--- config.mk ---
export PLATFORM = sky130hd
export DESIGN_NAME = cdb_arbiter
export DESIGN_NICKNAME = d
export VERILOG_FILES = /design/src/rtl/cdb_arbiter_pkg.sv /design/src/rtl/cdb_arbiter_rr_pick.sv /design/src/rtl/cdb_arbiter.sv
export SDC_FILE = /design/constraint.sdc
export NUM_CORES = 1
export LEC_CHECK = 0
export ABC_AREA = 1
export ABC_CLOCK_PERIOD_IN_PS = 4600
export BUFFER_PORTS_ARGS = -buffer_cell sky130_fd_sc_hd__buf_2
export CAP_MARGIN = 20
export CORE_AREA = 2 2 156 158
export CTS_CLUSTER_SIZE = 28
export DETAILED_ROUTE_END_ITERATION = 12
export DIE_AREA = 0 0 158 160
export PLACE_DENSITY_LB_ADDON = 0.1
export SLEW_MARGIN = 10
export SYNTH_ARGS = -nofsm -noshare
export SYNTH_HDL_FRONTEND = slang
export SYNTH_SLANG_ARGS = --single-unit
--- constraint.sdc ---
create_clock -name clk_i -period 4.6 [get_ports clk_i]
set_clock_uncertainty 0.05 [all_clocks]
set_input_delay 0.69 -clock clk_i [delete_from_list [all_inputs] [get_ports clk_i]]
set_output_delay 0.69 -clock clk_i [all_outputs]
set_load 0.1 [all_outputs]
--- src/rtl/cdb_arbiter_pkg.sv ---
// Shared types and constants for the Common Data Bus arbitration slice.
// The CDB packet layout matches what the RS, ROB and register-status consumers expect.
package cdb_arbiter_pkg;

    localparam int NUM_UNITS = 4;

    localparam int FU_ALU = 0;
    localparam int FU_MUL = 1;
    localparam int FU_DIV = 2;
    localparam int FU_LSU = 3;

    typedef struct packed {
        logic        valid;
        logic [5:0]  tag;
        logic [4:0]  rob_entry;
        logic [31:0] data;
        logic        is_branch;
        logic        branch_taken;
        logic [31:0] branch_target;
        logic        exception;
    } cdb_packet_s;

endpackage

--- src/rtl/cdb_arbiter_rr_pick.sv ---
// Combinational round-robin pick: the first requester at or after ptr_i,
// wrapping modulo n_p.
module rr_priority_pick #(
    parameter  int n_p      = 4,
    localparam int ptr_w_lp = $clog2(n_p)
) (
    input  logic [n_p-1:0]      req_i,
    input  logic [ptr_w_lp-1:0] ptr_i,
    output logic [n_p-1:0]      grant_o,
    output logic [ptr_w_lp-1:0] idx_o,
    output logic                any_o
);

    int                  j;
    logic [ptr_w_lp-1:0] cand;

    always_comb begin
        grant_o = '0;
        idx_o   = '0;
        any_o   = 1'b0;
        j       = 0;
        cand    = '0;
        for (int k = 0; k < n_p; k++) begin
            j = int'(ptr_i) + k;
            if (j >= n_p) j = j - n_p;
            cand = ptr_w_lp'(j);
            if (!any_o && req_i[cand]) begin
                any_o         = 1'b1;
                idx_o         = cand;
                grant_o[cand] = 1'b1;
            end
        end
    end

endmodule

--- src/rtl/cdb_arbiter.sv ---
// Round-robin arbiter for the single Common Data Bus: grants one functional
// unit per cycle and registers its packet as the next-cycle broadcast.
module cdb_arbiter
    import cdb_arbiter_pkg::*;
#(
    parameter  int num_units_p = NUM_UNITS,
    localparam int ptr_w_lp    = $clog2(num_units_p)
) (
    input  logic                             clk_i,
    input  logic                             reset_i,
    input  logic                             flush_i,
    input  logic                             cdb_ready_i,
    input  cdb_packet_s [num_units_p-1:0]    fu_packet_i,
    output logic [num_units_p-1:0]           grant_o,
    output cdb_packet_s                      cdb_o,
    output logic                             busy_o
);

    logic [num_units_p-1:0] req;
    logic [num_units_p-1:0] pick_grant;
    logic [ptr_w_lp-1:0]    pick_idx;
    logic                   pick_any;
    logic [ptr_w_lp-1:0]    prio_r;
    logic                   grant_en;

    always_comb begin
        req = '0;
        for (int i = 0; i < num_units_p; i++) req[i] = fu_packet_i[i].valid;
    end

    rr_priority_pick #(.n_p(num_units_p)) u_pick (
        .req_i   (req),
        .ptr_i   (prio_r),
        .grant_o (pick_grant),
        .idx_o   (pick_idx),
        .any_o   (pick_any)
    );

    // Grant depends only on request valids, pointer and the gating inputs, never on cdb_o.
    assign grant_en = pick_any & cdb_ready_i & ~flush_i & ~reset_i;
    assign grant_o  = grant_en ? pick_grant : '0;
    assign busy_o   = |req;

    always_ff @(posedge clk_i) begin
        if (reset_i) begin
            prio_r <= '0;
            cdb_o  <= '0;
        end else if (grant_en) begin
            prio_r      <= (pick_idx == ptr_w_lp'(num_units_p - 1)) ? '0
                                                                     : pick_idx + ptr_w_lp'(1);
            cdb_o       <= fu_packet_i[pick_idx];
            cdb_o.valid <= 1'b1;
        end else begin
            // Payload fields are held; only the valid bit drops.
            cdb_o.valid <= 1'b0;
        end
    end

endmodule

==> out/results.ini <==
[drt]
initialDrtViolationCount=645
vias=9539
drcViolationCount=0
ant_nets=0
via_per_inst=4.51
routed_wl_um=29200
drt_first_pass_iters=5
routedWlPerCell_um=13.8

[yosys]
synth_warnings=0
synthCells=1453
synth_area_leaders=nand3_1 26%, dfxtp_1 21%, inv_1 20%, nand2_1 13%, nor2_1 7.7%
ys.flop_type=dfxtp_1
syn_area_sq_um=7660
avgSynthCellArea_sq_um=5.27
ys_seq_elements=81
yosysTopAreaCell=nand3_1
synth.distinct_cells=27
syn-num-nets=1781
synth-edff-count=0
synth_top_area_share_pct=25.9
synthArstFlopShare_pct=0
synth.yosys.seq_area_share_pct=21.2

[worst_setup_path]
crit_chain=inv_6, ha_1, inv_1, nand3_2, nand2_4, nand4_2, inv_2, nand2_1, nand2_1, nand2_1, inv_1, buf_2
cp_common_cell=nand2_1
worst-r2r-setup-slack_ps=1250
max_stage_delay_ps=740
cp_max_fo=13
startpoint_type=register
cp.arrival_ps=2910
crit_buf_inv=5
worstSetupPathType=register to output pin
endpoint_kind=output pin
crit_slowest_cell=dfxtp_1
critPathTopFamily=buffers and inverters
cp.required_ps=3860

[placed_design]
portBuffers=403
dp.cells=2097
gp_congestion=0.832
dp_hpwl_um=20700

[final_layout]
drive_above_1_share_pct=25.6
final_net_count=2112
syn2layout_area_growth_pct=31.5
utilization_pct=42.3
stdcell_count=2116
multi_input_area_sq_um=3980
regArea_sq_um=1620
fillerInstances=2787

[status]
status=completed

[clock_network]
cts_root_buf=clkbuf_16
cts.hold.buffers_added=0
cts-resized-gates=0
clk_path_buf_depth=2
cts.sinks=81
post_cts_buffers=0
h-tree-depth=3
numCtsBuffers=9
clock_latency_ps=350
clkTransAtPathRegs_ps=70
cts_tree=done

[sta]
finalMaxSlewViolations=0
period_share_pct=79.3
period_needed_ps=3650
hold-worst-slack_ps=509
max_slew_margin_pct=31.8
max_freq_ghz=0.274
setup_viol=0
finalSetupTns_ps=0
tightestPinTransition_ps=1020
hold_viol_final=0
rsz0062_at_grt=false

[global_routing]
grt_pass1_wl_um=44300
grt_antenna_before_repair=4
overflow=0
gr-usage-all-layers_pct=22.0
grt_start_max_net_pins=158
grt_pass1_vias=8634

[power_and_ir_drop]
p_leak_uw=0.00675
p_per_area_nw_per_um2=315
peakVddDrop_mv=0.179

[floorplan]
die_w_um=158
initial_core_util_pct=32.2
design.core.area_sq_um=23800
die_area_sq_um=25300
die_y_um=160
rows=57
ioPinCount=404

[job]
max_cap_viol_count=0

[worst_hold_path]
hold_class=register to register

[worst paths after layout]
kind | from | endpoint | cells after the start
max | prio_r[0] | grant_o[1] | 12
min | cdb_o[33] | cdb_o[33] | 4
max reg2reg | prio_r[0] | cdb_o[46] | 14
min reg2reg | cdb_o[33] | cdb_o[33] | 4
[Yosys cell counts, types with 2 or more instances]
| library cell | instances |
|---|---|
| dfxtp_1 | 81 |
| buf_4 | 6 |
| clkbuf_1 | 15 |
| nand2_4 | 3 |
| o22ai_1 | 4 |
| nand3_1 | 397 |
| nand3_2 | 5 |
| nand2_2 | 8 |
| inv_2 | 5 |
| buf_6 | 8 |
| nand2_1 | 266 |
| buf_2 | 64 |
| nor2_2 | 2 |
| a21oi_1 | 8 |
| nor2_4 | 2 |
| nor2_1 | 157 |
| inv_1 | 405 |
| ha_1 | 8 |
[where the power goes]
group	leakage, uW	internal (uW)	switching (uW)
logic	0.00591	435	1090
clock network	0.000172	560	311
registers	0.000662	747	27.6
[flip-flops by register name, indices dropped and copies added, names as in the netlist]
signal  count
prio_r      2
cdb_o      79
[worst register-to-register path: cells and delay by family, from the launching register on]
| family | cells | cell delay (ps) |
|---|---|---|
| simple gates | 8 | 1320 |
| buf+inv | 5 | 850 |
| flops | 1 | 740 |
| fa+ha+maj | 1 | 380 |
[cell families (layout without fill, tap and decap cells)]
group / after synthesis / after routing / synth area share (%)
AOI/OAI and AO/OA: 14 / 14 / 1.01
adders and majority gates: 8 / 8 / 1.31
buffers and inverters: 506 / 841 / 27.0
DFF: 81 / 81 / 21.2
other: 0 / 4 / 0
and+or+nand+nor: 844 / 844 / 49.5
[area by class of cell]
type,count,share of cell area (%)
Inverter,412,15.5
Sequential cell,81,16.1
Clock buffer,11,2.51
Multi-Input combinational cell,866,39.5
Timing Repair Buffer,414,21.3
Tap cell,324,4.02
Antenna cell,4,0.0994
Clock inverter,4,0.981
[cell usage in the layout (no fill, tap or decap), drive strengths merged]
master / netlist / layout
a21boi: 1 / 1
a21oi: 8 / 8
buf: 79 / 414
bufinv: 0 / 3
clkbuf: 15 / 11
dfxtp: 81 / 81
diode: 0 / 4
ha: 8 / 8
inv: 412 / 413
nand2: 277 / 277
nand3: 402 / 402
nand4: 2 / 2
nor2: 162 / 162
nor3b: 1 / 1
o21ai: 1 / 1
o22ai: 4 / 4
[through the flow]
stage / setup slack (ps) / total power [uW] / cell area, sq um
5_1_grt: 788 / 3410 / 10100
4_1_cts: 952 / 3220 / 10100
3_3_place_gp: 1370 / 2330 / 9710
3_5_place_dp: 1260 / 2330 / 9710
6_report: 954 / 3170 / 10100
2_1_floorplan: 971 / 1960 / 7660
[layer usage]
metal  vias up  wire [um]  global-route usage (%)
met1      4199      12300                    27.0
met2       340      13900                    38.3
li1       4965          -                       -
met3        35       2340                    4.61
met4         0        566                    6.88
met5         -          0                       0
Note: power is estimated with default switching activity, not from simulation.
